File: config.mk
export PLATFORM = sky130hd
export DESIGN_NAME = axis_frame_gen
export DESIGN_NICKNAME = d
export VERILOG_FILES = /design/src/rtl/axis_frame_gen.sv
export SDC_FILE = /design/constraint.sdc
export NUM_CORES = 1
export LEC_CHECK = 0
export CAP_MARGIN = 40
export CORE_MARGIN = 1.5
export CORE_UTILIZATION = 50
export CTS_CLUSTER_SIZE = 8
export DETAILED_ROUTE_END_ITERATION = 16
export GPL_TIMING_DRIVEN = 0
export MAX_ROUTING_LAYER = met4
export PLACE_DENSITY_LB_ADDON = 0.08
export SYNTH_ARGS = -nofsm -noshare
export SYNTH_HDL_FRONTEND = slang
export SYNTH_SLANG_ARGS = --single-unit
File: constraint.sdc
create_clock -name aclk -period 2.23 [get_ports aclk]
set_input_delay 0.3345 -clock aclk [delete_from_list [all_inputs] [get_ports aclk]]
set_output_delay 0.3345 -clock aclk [all_outputs]
set_load 0.02 [all_outputs]
File: src/rtl/axis_frame_gen.sv
// axis_frame_gen: AXI4-Stream video test-pattern generator (x, y, x+y or constant fill), AXIS_FRAME_GEN_MOTION_EN adds a per-frame offset.
// Latency: first pixel valid one cycle after enable is seen in IDLE; tdata is combinational from registered x/y/pattern.
// Backpressure: a beat moves only on tvalid&tready; tdata/tlast/tuser hold while tready=0, blanking counts regardless.
module axis_frame_gen #(
  parameter int BITS = 8
) (
  input  logic            aclk,
  input  logic            areset,
  input  logic            enable,
  input  logic [11:0]     max_x_index,
  input  logic [11:0]     max_y_index,
  input  logic [7:0]      hblank,
  input  logic [11:0]     vblank,
  input  logic [1:0]      pattern,
  input  logic [BITS-1:0] fill_value,
  output logic [BITS-1:0] m_axis_tdata,
  output logic            m_axis_tvalid,
  input  logic            m_axis_tready,
  output logic            m_axis_tlast,
  output logic            m_axis_tuser,
  output logic            frame_done,
  output logic            busy
);

  typedef enum logic [1:0] {
    S_IDLE   = 2'd0,
    S_LINE   = 2'd1,
    S_HBLANK = 2'd2,
    S_VBLANK = 2'd3
  } state_t;

  state_t r_state;
  state_t w_state_nxt;

  // Frame geometry and pattern, captured once per frame in IDLE
  logic [11:0]     r_max_x;
  logic [11:0]     r_max_y;
  logic [7:0]      r_hblank;
  logic [11:0]     r_vblank;
  logic [1:0]      r_pattern;
  logic [BITS-1:0] r_fill;

  logic [11:0]     r_x;
  logic [11:0]     r_y;
  logic [11:0]     r_cnt;
  logic            r_frame_done;

  logic            w_accept;
  logic            w_eol;
  logic            w_eof;
  logic [11:0]     w_src;
  logic [BITS-1:0] w_pix;

  assign w_accept = (r_state == S_LINE) && m_axis_tready;
  assign w_eol    = (r_x == r_max_x);
  assign w_eof    = w_eol && (r_y == r_max_y);

  // State register
  always_ff @(posedge aclk) begin
    if (areset) r_state <= S_IDLE;
    else        r_state <= w_state_nxt;
  end

  // Next-state decode; blank counters are loaded non-zero, so leaving at 1 gives exactly N idle cycles
  always_comb begin
    w_state_nxt = r_state;
    case (r_state)
      S_IDLE:   if (enable) w_state_nxt = S_LINE;
      S_LINE: begin
        if (w_accept && w_eol) begin
          if (w_eof) w_state_nxt = (r_vblank != 12'd0) ? S_VBLANK : S_IDLE;
          else       w_state_nxt = (r_hblank != 8'd0)  ? S_HBLANK : S_LINE;
        end
      end
      S_HBLANK: if (r_cnt == 12'd1) w_state_nxt = S_LINE;
      S_VBLANK: if (r_cnt == 12'd1) w_state_nxt = S_IDLE;
      default:  w_state_nxt = S_IDLE;
    endcase
  end

  // Stream control outputs decoded from the registered state
  always_comb begin
    m_axis_tvalid = 1'b0;
    m_axis_tlast  = 1'b0;
    m_axis_tuser  = 1'b0;
    busy          = 1'b1;
    case (r_state)
      S_IDLE: busy = 1'b0;
      S_LINE: begin
        m_axis_tvalid = 1'b1;
        m_axis_tlast  = w_eol;
        m_axis_tuser  = (r_x == 12'd0) && (r_y == 12'd0);
      end
      default: ;
    endcase
  end

  // Pixel position, blank counter, configuration capture and end-of-frame pulse
  always_ff @(posedge aclk) begin
    if (areset) begin
      r_max_x      <= '0;
      r_max_y      <= '0;
      r_hblank     <= '0;
      r_vblank     <= '0;
      r_pattern    <= '0;
      r_fill       <= '0;
      r_x          <= '0;
      r_y          <= '0;
      r_cnt        <= '0;
      r_frame_done <= 1'b0;
    end else begin
      r_frame_done <= 1'b0;
      case (r_state)
        S_IDLE: begin
          if (enable) begin
            r_max_x   <= max_x_index;
            r_max_y   <= max_y_index;
            r_hblank  <= hblank;
            r_vblank  <= vblank;
            r_pattern <= pattern;
            r_fill    <= fill_value;
            r_x       <= '0;
            r_y       <= '0;
          end
        end
        S_LINE: begin
          if (w_accept) begin
            if (!w_eol) begin
              r_x <= r_x + 12'd1;
            end else begin
              r_x <= '0;
              if (!w_eof) begin
                r_y   <= r_y + 12'd1;
                r_cnt <= {4'd0, r_hblank};
              end else begin
                r_y          <= '0;
                r_cnt        <= r_vblank;
                r_frame_done <= 1'b1;
              end
            end
          end
        end
        S_HBLANK, S_VBLANK: r_cnt <= r_cnt - 12'd1;
        default: ;
      endcase
    end
  end

  // Pattern source in 12 bits; x+y wraps at 4096 before being cut to the pixel width
  always_comb begin
    w_src = r_x;
    case (r_pattern)
      2'd0:    w_src = r_x;
      2'd1:    w_src = r_y;
      default: w_src = r_x + r_y;
    endcase
  end

`ifdef AXIS_FRAME_GEN_MOTION_EN
  logic [7:0] r_frame_cnt;

  // Frame counter: one step per completed frame, wraps naturally at 256
  always_ff @(posedge aclk) begin
    if (areset)            r_frame_cnt <= '0;
    else if (r_frame_done) r_frame_cnt <= r_frame_cnt + 8'd1;
  end

  assign w_pix = BITS'(w_src) + BITS'(r_frame_cnt);
`else
  assign w_pix = BITS'(w_src);
`endif

  assign m_axis_tdata = (r_pattern == 2'd3) ? r_fill : w_pix;
  assign frame_done   = r_frame_done;

endmodule

==> reports/results.ini, run 1 <==
[worst_setup_path]
r2r_start = r_x[1]
rrSetupSlack_ps = -70
critPathCaptureType = output port
required_ps = 1900
endpoint = m_axis_tdata[6]
reg2reg_to = r_cnt[7]
start_kind = flop
crit_start = r_y[0]
crit_arrival_ps = 2560
crit_path_max_fanout = 2
path_class = reg2out
reg2reg_depth = 10

[sta]
slew_viol_final = 0
worstMarginPinSlew_ps = 790
hold_slack_ps = 467
slew_headroom_pct = 47.2
period_share_pct = 130
hold_violations = 0
fin_ws_ps = -662
fmax_ghz = 0.346
tns_ps = -3220
fin_crit_ps = 2890
worst_clock_skew_ps = 11.9
rsz0062_at_grt = yes
setup_viol = 13

[clocking]
holdBufCountCts = 0
tritoncts = yes
clock-sinks = 93
ctsHtreeMaxLevel = 3
clk-insertion-delay-late_ps = 370
cts_buffer_depth = 2
root_buffer = clkbuf_8
cts_buffers = 9
path_clk_slew_ps = 90

[final_layout]
diodes = 0
area_growth_pct = 32.6
layout.nets = 792
final_layout_size_suffix_gt1_share_pct = 19.4

[die]
fp.coreArea_um2 = 9730
io_pins = 71
dieWidth_um = 103
die-area_um2 = 10600
fp.dieH_um = 103
initial_core_util_pct = 51.2
rows = 36

[detailed_routing]
dr.pass1.iters = 5
avgRoutedWirePerCell_um = 16.3
routed_wl_mm = 14.0
drtIter0Drc = 242
vias = 4660
avgViaCountPerCell = 5.43
route.detailed.drc = 0
postRouteAntennaNets = 0

[status]
status = finished with violations
violations = setup timing

[yosys]
synth_cells = 614
yosysTopAreaCell = dfxtp_1
synth_edf_count = 0
ys_async_sr_fraction_pct = 0
synth_seq_cells = 93
ys_top_cells_by_area = dfxtp_1 (37%), nand2_1 (9.5%), a21oi_1 (7.3%)
synth.avg_cell_area_um2 = 8.11
yosysMostFrequentCell = nand2_1
synth.net_count = 686
ys.flop_type = dfxtp_1
netlist_area_um2 = 4980
seq_area_frac_synth_pct = 37.4
synth_top_area_share_pct = 37.4
synth_cell_type_count = 57
synthTopCellsByCount = nand2_1 (126), dfxtp_1 (93), a21oi_1 (73), nor2_1 (54), xor2_1 (26)
yosys_warnings = 0

[job]
maxCapViolations = 0

[place]
numPortBuffers = 70
dp_hpwl_mm = 10.0
gp_congestion = 0.866

[global_route]
grt_pass1_vias = 4309
grt_pass1_wl_mm = 21.7
track_usage_pct = 28.1
grt_max_degree = 17
grt_overflow = 0
antenna_found_initial = 0

[power]
p_leak_nw = 2.53
ir_drop_mv = 0.340
p_per_area_nw_per_um2 = 735

[min_path]
holdCritPathClass = reg2reg

routing by layer:
| layer | wire length (um) | global-route usage (%) | share of wire [%] | vias to the layer above |
|---|---|---|---|---|
| met4 | 326 | 9.56 | 2.3 | 0 |
| met1 | 6380 | 36.8 | 46 | 2161 |
| li1 | - | - | - | 2323 |
| met3 | 822 | 4.07 | 5.9 | 29 |
| met5 | 0 | - | 0 | - |
| met2 | 6450 | 44.9 | 46 | 147 |
critical path, stage by stage, from the launching register on:
cell and delay (ps):
dfxtp_4 380, ha_4 130, inv_2 40, fa_2 350, nor2b_1 130, o21ai_1 90
a21boi_2 160, o21a_1 150, nor2_1 50, xnor2_1 110, mux4_2 440, buf_2 170
placed cells by master, fill, tap and decap left out, types with 13 or more instances in the layout:
| master | synthesis | layout |
|---|---|---|
| buf_6 | 4 | 22 |
| nand3_1 | 16 | 13 |
| xor2_1 | 26 | 26 |
| a21oi_1 | 73 | 68 |
| clkdlybuf4s50_1 | 0 | 59 |
| nand2_1 | 126 | 125 |
| dfxtp_1 | 93 | 84 |
| xnor2_1 | 15 | 13 |
| nor2_1 | 54 | 50 |
| buf_4 | 1 | 20 |
state kept, by name, indices dropped and copies added, names as in the netlist:
signal	cells
r_cnt	12
r_max_x	12
r_max_y	12
r_vblank	12
r_x	12
r_y	12
r_fill	8
r_hblank	8
r_pattern	2
r_state	2
frame_done	1
worst min-delay path by stage:
stage                   start         to  cells past startpoint
global placement    r_fill[6]  r_fill[6]                      2
detailed placement  r_fill[5]  r_fill[5]                      2
floorplan           r_fill[7]  r_fill[7]                      2
CTS                 r_fill[5]  r_fill[5]                      2
finish              r_fill[0]  r_fill[0]                      2
global route        r_fill[6]  r_fill[6]                      2
final cells by class:
cell class,instances,area [um^2]
Clock buffer,10,149
Inverter,13,48.8
Multi-Input combinational cell,469,3100
Tap cell,133,166
Timing Repair Buffer,99,966
Fill cell,871,3120
Sequential cell,93,1880
Clock inverter,6,91.3
Buffer,35,201
where the power goes:
group          internal (mW)  switching [mW]
combinational          0.692           0.861
clock                  0.706           0.643
sequential              1.81           0.142
total                   3.21            1.65
logic make-up (layout without fill, tap and decap cells):
group                    Yosys count  in the layout  synth area share [%]
AND/OR/NAND/NOR                  276            276                  26.2
AO/OA/AOI/OAI                    113            113                  12.8
flip-flops                        93             93                  37.4
buffers and inverters             52            163                  4.70
XOR/XNOR                          46             46                  9.29
multiplexers                      20             20                  6.00
adder cells (fa/ha/maj)           14             14                  3.67
stage by stage:
stage / instance area (um^2) / util, % / power, mW / worst slack [ps] / cells
finish: 6610 / 67.9 / 4.86 / -662 / 858
global route: 6610 / 67.9 / 5.12 / -759 / 858
detailed placement: 5870 / 60.4 / 3.28 / -812 / 817
floorplan: 5010 / - / 2.85 / -111 / 614
CTS: 6390 / 65.7 / 4.76 / -692 / 849
global placement: 5870 / 60.4 / 3.26 / -818 / 817
what timing repair did:
item / in CTS / in global routing
buffers inserted: 18 / 12
resized for setup: 94 / 46
endpoints found under the setup margin: 37 / 67
cloned: 0 / 1
pin swaps: 13 / 22
(Power assumes the default switching activity.)
==> run 2, diff against run 1 <==
--- a/config.mk
+++ b/config.mk
@@ -12,7 +12,7 @@
 export DETAILED_ROUTE_END_ITERATION = 16
 export GPL_TIMING_DRIVEN = 0
 export MAX_ROUTING_LAYER = met4
-export PLACE_DENSITY_LB_ADDON = 0.08
+export PLACE_DENSITY = 0.84
 export SYNTH_ARGS = -nofsm -noshare
 export SYNTH_HDL_FRONTEND = slang
 export SYNTH_SLANG_ARGS = --single-unit
==> run 2 against run 1 <==
Effect of this change: the run still ends with setup timing left; utilization barely moved; total power fell by 1.2%; clock skew rose by 2.5 ps; die area did not move; largest cell class unchanged; largest power group unchanged; highest routed layer unchanged.
==> reports/results.ini, run 2 (synthesized netlist as in run 1, its figures left out) <==
[worst_setup_path]
rrSetupSlack_ps = -10  ; was -70 ps
crit_arrival_ps = 2710  ; was 2560 ps
required_ps = 1900  ; about the same
path_class = reg2out  ; unchanged
reg2reg_depth = 10  ; unchanged
reg2reg_to = r_cnt[7]  ; unchanged
critPathCaptureType = output port  ; unchanged
r2r_start = r_x[2]  ; was r_x[1]
crit_path_max_fanout = 2  ; unchanged
start_kind = flop  ; unchanged

[global_route]
track_usage_pct = 29.5  ; was 28.1%
grt_pass1_vias = 4799  ; was 4309
grt_pass1_wl_mm = 22.9  ; was 21.7 mm
antenna_found_initial = 0  ; unchanged
grt_overflow = 0  ; unchanged
grt_max_degree = 16  ; was 17

[final_layout]
layout.nets = 793  ; was 792
most-common-layout-cells = nand2_1 (125), dfxtp_1 (84), a21oi_1 (70)  ; was nand2_1 (125), dfxtp_1 (84), a21oi_1 (68)
final_layout_size_suffix_gt1_share_pct = 20.2  ; was 19.4%
final_util_pct = 67.9  ; about the same
nFillCells = 762  ; was 871
final_common_cell = nand2_1  ; unchanged
diodes = 0  ; unchanged
multi_input_area_um2 = 3130  ; was 3100 um^2
area_growth_pct = 32.6  ; about the same
seq_area_um2 = 1880  ; unchanged

[die]
io_pins = 71  ; unchanged
die-area_um2 = 10600  ; unchanged
dieWidth_um = 103  ; unchanged
fp.dieH_um = 103  ; unchanged
fp.coreArea_um2 = 9730  ; unchanged
initial_core_util_pct = 51.2  ; unchanged
rows = 36  ; unchanged

[sta]
fin_ws_ps = -818  ; was -662 ps
worstMarginPinSlew_ps = 659  ; was 790 ps
setup_viol = 10  ; was 13
hold_violations = 0  ; unchanged
tns_ps = -3520  ; was -3220 ps
worst_clock_skew_ps = 14.4  ; was 11.9 ps
slew_headroom_pct = 55.9  ; was 47.2%
period_share_pct = 137  ; was 130%
slew_viol_final = 0  ; unchanged
fin_crit_ps = 3050  ; was 2890 ps
hold_slack_ps = 473  ; was 467 ps
fmax_ghz = 0.328  ; was 0.346 GHz
rsz0062_at_grt = yes  ; unchanged

[clocking]
cts_buffers = 9  ; unchanged
clk-insertion-delay-late_ps = 380  ; was 370 ps
tritoncts = yes  ; unchanged
root_buffer = clkbuf_8  ; unchanged
path_clk_slew_ps = 100  ; was 90 ps
cts_buffer_depth = 2  ; unchanged
holdBufCountCts = 0  ; unchanged
ctsHtreeMaxLevel = 3  ; unchanged
clock-sinks = 93  ; unchanged

[power]
power_mw = 4.80  ; was 4.86 mW
ir_drop_mv = 0.337  ; was 0.340 mV
p_leak_nw = 2.56  ; was 2.53 nW
p_per_area_nw_per_um2 = 726  ; was 735 nW/um^2

[job]
maxCapViolations = 0  ; unchanged

[detailed_routing]
dr.pass1.iters = 7  ; was 5
postRouteAntennaNets = 0  ; unchanged
drtIter0Drc = 350  ; was 242
vias = 5011  ; was 4660
avgRoutedWirePerCell_um = 18.0  ; was 16.3 um
routed_wl_mm = 15.4  ; was 14.0 mm
route.detailed.drc = 0  ; unchanged
avgViaCountPerCell = 5.83  ; was 5.43

[min_path]
hold_end = r_max_y[10]  ; was r_fill[0]
holdCritPathClass = reg2reg  ; unchanged
min_path_cells = 2  ; unchanged
worstHoldStart = r_max_y[10]  ; was r_fill[0]

[place]
gp_congestion = 0.945  ; was 0.866
dp_hpwl_mm = 10.2  ; was 10.0 mm
pre_cts_ws_ps = -869  ; was -812 ps
numPortBuffers = 70  ; unchanged

[status]
status = finished with violations  ; unchanged
violations = setup timing  ; unchanged

[run 2: worst max-delay path by stage]
stage | slack (ps) | end | startpoint
floorplan | -110 | m_axis_tdata[6] | r_x[0]
global placement | -770 | m_axis_tdata[6] | r_y[1]
detailed placement | -870 | m_axis_tdata[6] | r_y[1]
CTS | -720 | m_axis_tdata[6] | r_y[0]
global route | -860 | m_axis_tdata[6] | r_y[0]
finish | -820 | m_axis_tdata[6] | r_y[0]
[run 2: what timing repair did]
action / 4_1_cts / 5_1_grt
setup endpoints to repair: 47 / 47
hold endpoints to repair: 0 / 0
pin swaps: 13 / 24
gates cloned: 0 / 1
gates resized for setup: 88 / 48
buffers inserted: 13 / 16
[run 2: area by class of cell]
type / instances / share of cell area, %
Clock inverter: 4 / 0.796
Inverter: 13 / 0.739
Buffer: 35 / 3.13
Multi-Input combinational cell: 469 / 47.4
Tap cell: 133 / 2.52
Sequential cell: 93 / 28.5
Timing Repair Buffer: 100 / 14.4
Clock buffer: 12 / 2.52
[run 2: metal layers]
layer / vias up / global-route usage [%] / wire [um]
met5: - / - / 0
met4: 0 / 16.5 / 650
met3: 60 / 4.61 / 1030
met2: 236 / 50.6 / 7970
met1: 2395 / 32.9 / 5800
li1: 2320 / - / -
[run 2: through the flow]
stage | instance area [um^2] | cells
after CTS | 6310 | 846
after global routing | 6610 | 859
after floorplan | 5010 | 614
after detailed placement | 5870 | 817
final | 6610 | 859
after global placement | 5870 | 817
[run 2: where the power goes]
| group | total, mW | internal [mW] | switching, mW |
|---|---|---|---|
| Clock | 1.25 | 0.622 | 0.627 |
| Sequential | 1.96 | 1.81 | 0.143 |
| Combinational | 1.59 | 0.695 | 0.897 |
[run 2: critical path, cell delays in order (launching register included)]
cell and delay, ps:
dfxtp_4 380, ha_4 140, inv_2 40, fa_2 350, nor2b_2 170, o21ai_2 90, a21boi_2 190, o21a_1 160
nor2_1 50, xnor2_1 130, mux4_2 480, buf_6 150
==> run 3, diff against run 2 <==
--- a/config.mk
+++ b/config.mk
@@ -13,6 +13,7 @@
 export GPL_TIMING_DRIVEN = 0
 export MAX_ROUTING_LAYER = met4
 export PLACE_DENSITY = 0.84
+export REMOVE_ABC_BUFFERS = 1
 export SYNTH_ARGS = -nofsm -noshare
 export SYNTH_HDL_FRONTEND = slang
 export SYNTH_SLANG_ARGS = --single-unit
==> run 3 against run 2 <==
Effect of this change: the run still ends with setup timing left; die area stayed put; fmax is 1.5% higher; sequential share of layout area hardly changed; design area is 1.3% higher; cell count is 2.1% lower; clock skew is 1.3 ps higher; utilization is 0.86 points higher; critical endpoint unchanged; largest cell class unchanged; largest power group unchanged.
==> reports/results.ini, run 3 (synthesized netlist as in run 1, its figures left out) <==
[sta]
slew_headroom_pct = 58.3  ; was 55.9%
worstMarginPinSlew_ps = 620  ; was 659 ps
period_share_pct = 135  ; was 137%
hold_violations = 0  ; unchanged
fin_crit_ps = 3000  ; was 3050 ps
rsz0062_at_grt = yes  ; unchanged
tns_ps = -4390  ; was -3520 ps
setup_viol = 21  ; was 10
fin_ws_ps = -772  ; was -818 ps
worst_clock_skew_ps = 15.8  ; was 14.4 ps
fmax_ghz = 0.333  ; was 0.328 GHz
slew_viol_final = 0  ; unchanged

[power]
p_sw_mw = 1.68  ; was 1.67 mW
power_mw = 4.93  ; was 4.80 mW
p_int_mw = 3.25  ; was 3.13 mW
ir_drop_mv = 0.347  ; was 0.337 mV
p_per_area_nw_per_um2 = 738  ; was 726 nW/um^2
swShare_pct = 34.1  ; was 34.8%
seqPwrFrac_pct = 39.7  ; was 40.8%
comb_power_share_pct = 34.4  ; was 33.2%
power.share.clock_pct = 25.8  ; was 26.0%
p_leak_nw = 2.57  ; was 2.56 nW

[final_layout]
diodes = 0  ; unchanged
area_growth_pct = 34.3  ; was 32.6%
final_layout_size_suffix_gt1_share_pct = 24.3  ; was 20.2%
layout.nets = 775  ; was 793
stdcell_count = 841  ; was 859
most-common-layout-cells = nand2_1 (122), dfxtp_1 (75), a21oi_1 (66)  ; was nand2_1 (125), dfxtp_1 (84), a21oi_1 (70)
nFillCells = 717  ; was 762
final_common_cell = nand2_1  ; unchanged
final_cell_area_um2 = 6690  ; was 6610 um^2

[die]
fp.coreArea_um2 = 9730  ; unchanged
io_pins = 71  ; unchanged
dieWidth_um = 103  ; unchanged
rows = 36  ; unchanged
die-area_um2 = 10600  ; unchanged
fp.dieH_um = 103  ; unchanged
initial_core_util_pct = 51.2  ; unchanged

[worst_setup_path]
critPathCaptureType = output port  ; unchanged
reg2reg_depth = 11  ; was 10
crit_path_max_fanout = 2  ; unchanged
required_ps = 1900  ; about the same
r2r_start = r_x[0]  ; was r_x[2]
reg2reg_to = r_cnt[7]  ; unchanged
rrSetupSlack_ps = -130  ; was -10 ps
crit_arrival_ps = 2670  ; was 2710 ps
path_class = reg2out  ; unchanged
start_kind = flop  ; unchanged

[detailed_routing]
routed_wl_mm = 14.9  ; was 15.4 mm
avgViaCountPerCell = 5.90  ; was 5.83
vias = 4966  ; was 5011
avgRoutedWirePerCell_um = 17.7  ; was 18.0 um
drtIter0Drc = 394  ; was 350
postRouteAntennaNets = 0  ; unchanged
route.detailed.drc = 0  ; unchanged
dr.pass1.iters = 5  ; was 7

[clocking]
tritoncts = yes  ; unchanged
ctsHtreeMaxLevel = 3  ; unchanged
clk-insertion-delay-late_ps = 370  ; was 380 ps
clock-sinks = 93  ; unchanged
path_clk_slew_ps = 90  ; was 100 ps
cts_buffers = 9  ; unchanged
cts_buffer_depth = 2  ; unchanged
root_buffer = clkbuf_8  ; unchanged
holdBufCountCts = 0  ; unchanged

[min_path]
holdCritPathClass = in2reg  ; was reg2reg
worstHoldStart = areset  ; was r_max_y[10]
hold_end = r_x[10]  ; was r_max_y[10]
min_path_cells = 2  ; unchanged

[global_route]
antenna_found_initial = 0  ; unchanged
grt_pass1_wl_mm = 21.9  ; was 22.9 mm
grt_pass1_vias = 4562  ; was 4799
track_usage_pct = 27.7  ; was 29.5%
grt_overflow = 0  ; unchanged
grt_max_degree = 55  ; was 16

[place]
pre_cts_ws_ps = -1040  ; was -869 ps
placed_cells_incl_taps = 782  ; was 817
numPortBuffers = 70  ; unchanged
place_area_um2 = 5740  ; was 5870 um^2
gp_congestion = 0.893  ; was 0.945
dp_hpwl_mm = 8.53  ; was 10.2 mm

[status]
violations = setup timing  ; unchanged
status = finished with violations  ; unchanged

[job]
maxCapViolations = 0  ; unchanged

run 3: cell types whose count changed in the layout (fill, tap and decap cells not counted), moves of 4 or more:
cell	change
nor2_1	-4
a21oi_2	+4
buf_1	-6
dfxtp_4	+6
buf_6	+4
clkbuf_4	-4
a21oi_1	-4
o21ai_0	-4
clkbuf_1	-11
dfxtp_1	-9
run 3: metrics by stage:
step                utilization [%]  hold WS, ps
global route                   68.8          467
detailed placement             59.0          451
global placement               58.2          446
CTS                            65.4          403
finish                         68.8          422
floorplan                         -          403
run 3: repair_timing:
item	in CTS	in global routing
setup endpoints to repair	37	35
pin swaps	15	35
gates cloned	0	1
resized for setup	112	58
buffers inserted	25	19
hold endpoints to repair	0	0
run 3: worst max-delay path by stage:
stage,from,end
floorplan,r_state[1],r_y[10]
global placement,enable,r_y[10]
detailed placement,r_x[0],m_axis_tdata[6]
CTS,r_x[0],m_axis_tdata[6]
global route,r_x[0],m_axis_tdata[6]
finish,r_x[0],m_axis_tdata[6]
run 3: power by group through the flow:
stage / Combinational [mW] / Clock, mW / Sequential, mW
6_report: 1.70 / 1.28 / 1.96
3_3_place_gp: 1.15 / 0 / 2.01
2_1_floorplan: 0.817 / 0 / 1.97
5_1_grt: 1.82 / 1.34 / 1.98
3_5_place_dp: 1.24 / 0 / 2.00
4_1_cts: 1.46 / 1.26 / 1.95
run 3: routing by layer:
metal | global-route usage [%] | routed length, um | vias up
li1 | - | - | 2288
met1 | 31.6 | 5690 | 2291
met3 | 5.76 | 1130 | 89
met4 | 12.5 | 707 | 0
met5 | - | 0 | -
met2 | 47.1 | 7360 | 298
run 3: cell type report:
| type | instances | area, um^2 | area share, % |
|---|---|---|---|
| multi-input cells | 470 | 3190 | 47.8 |
| flip-flops and latches | 93 | 1910 | 28.5 |
| well taps | 133 | 166 | 2.49 |
| repair buffers | 116 | 1150 | 17.2 |
| clock inverters | 3 | 68.8 | 1.03 |
| clock buffers | 13 | 149 | 2.23 |
| inverters | 13 | 48.8 | 0.730 |
run 3: worst max-delay path, stage by stage, from the launching register on:
cell and delay, ps:
dfxtp_4 380, ha_4 140, inv_2 40, fa_2 350, nor2b_2 150, o21ai_2 80
a21boi_2 190, o21a_1 180, nor2_2 50, xnor2_1 120, mux4_2 460, buf_6 150
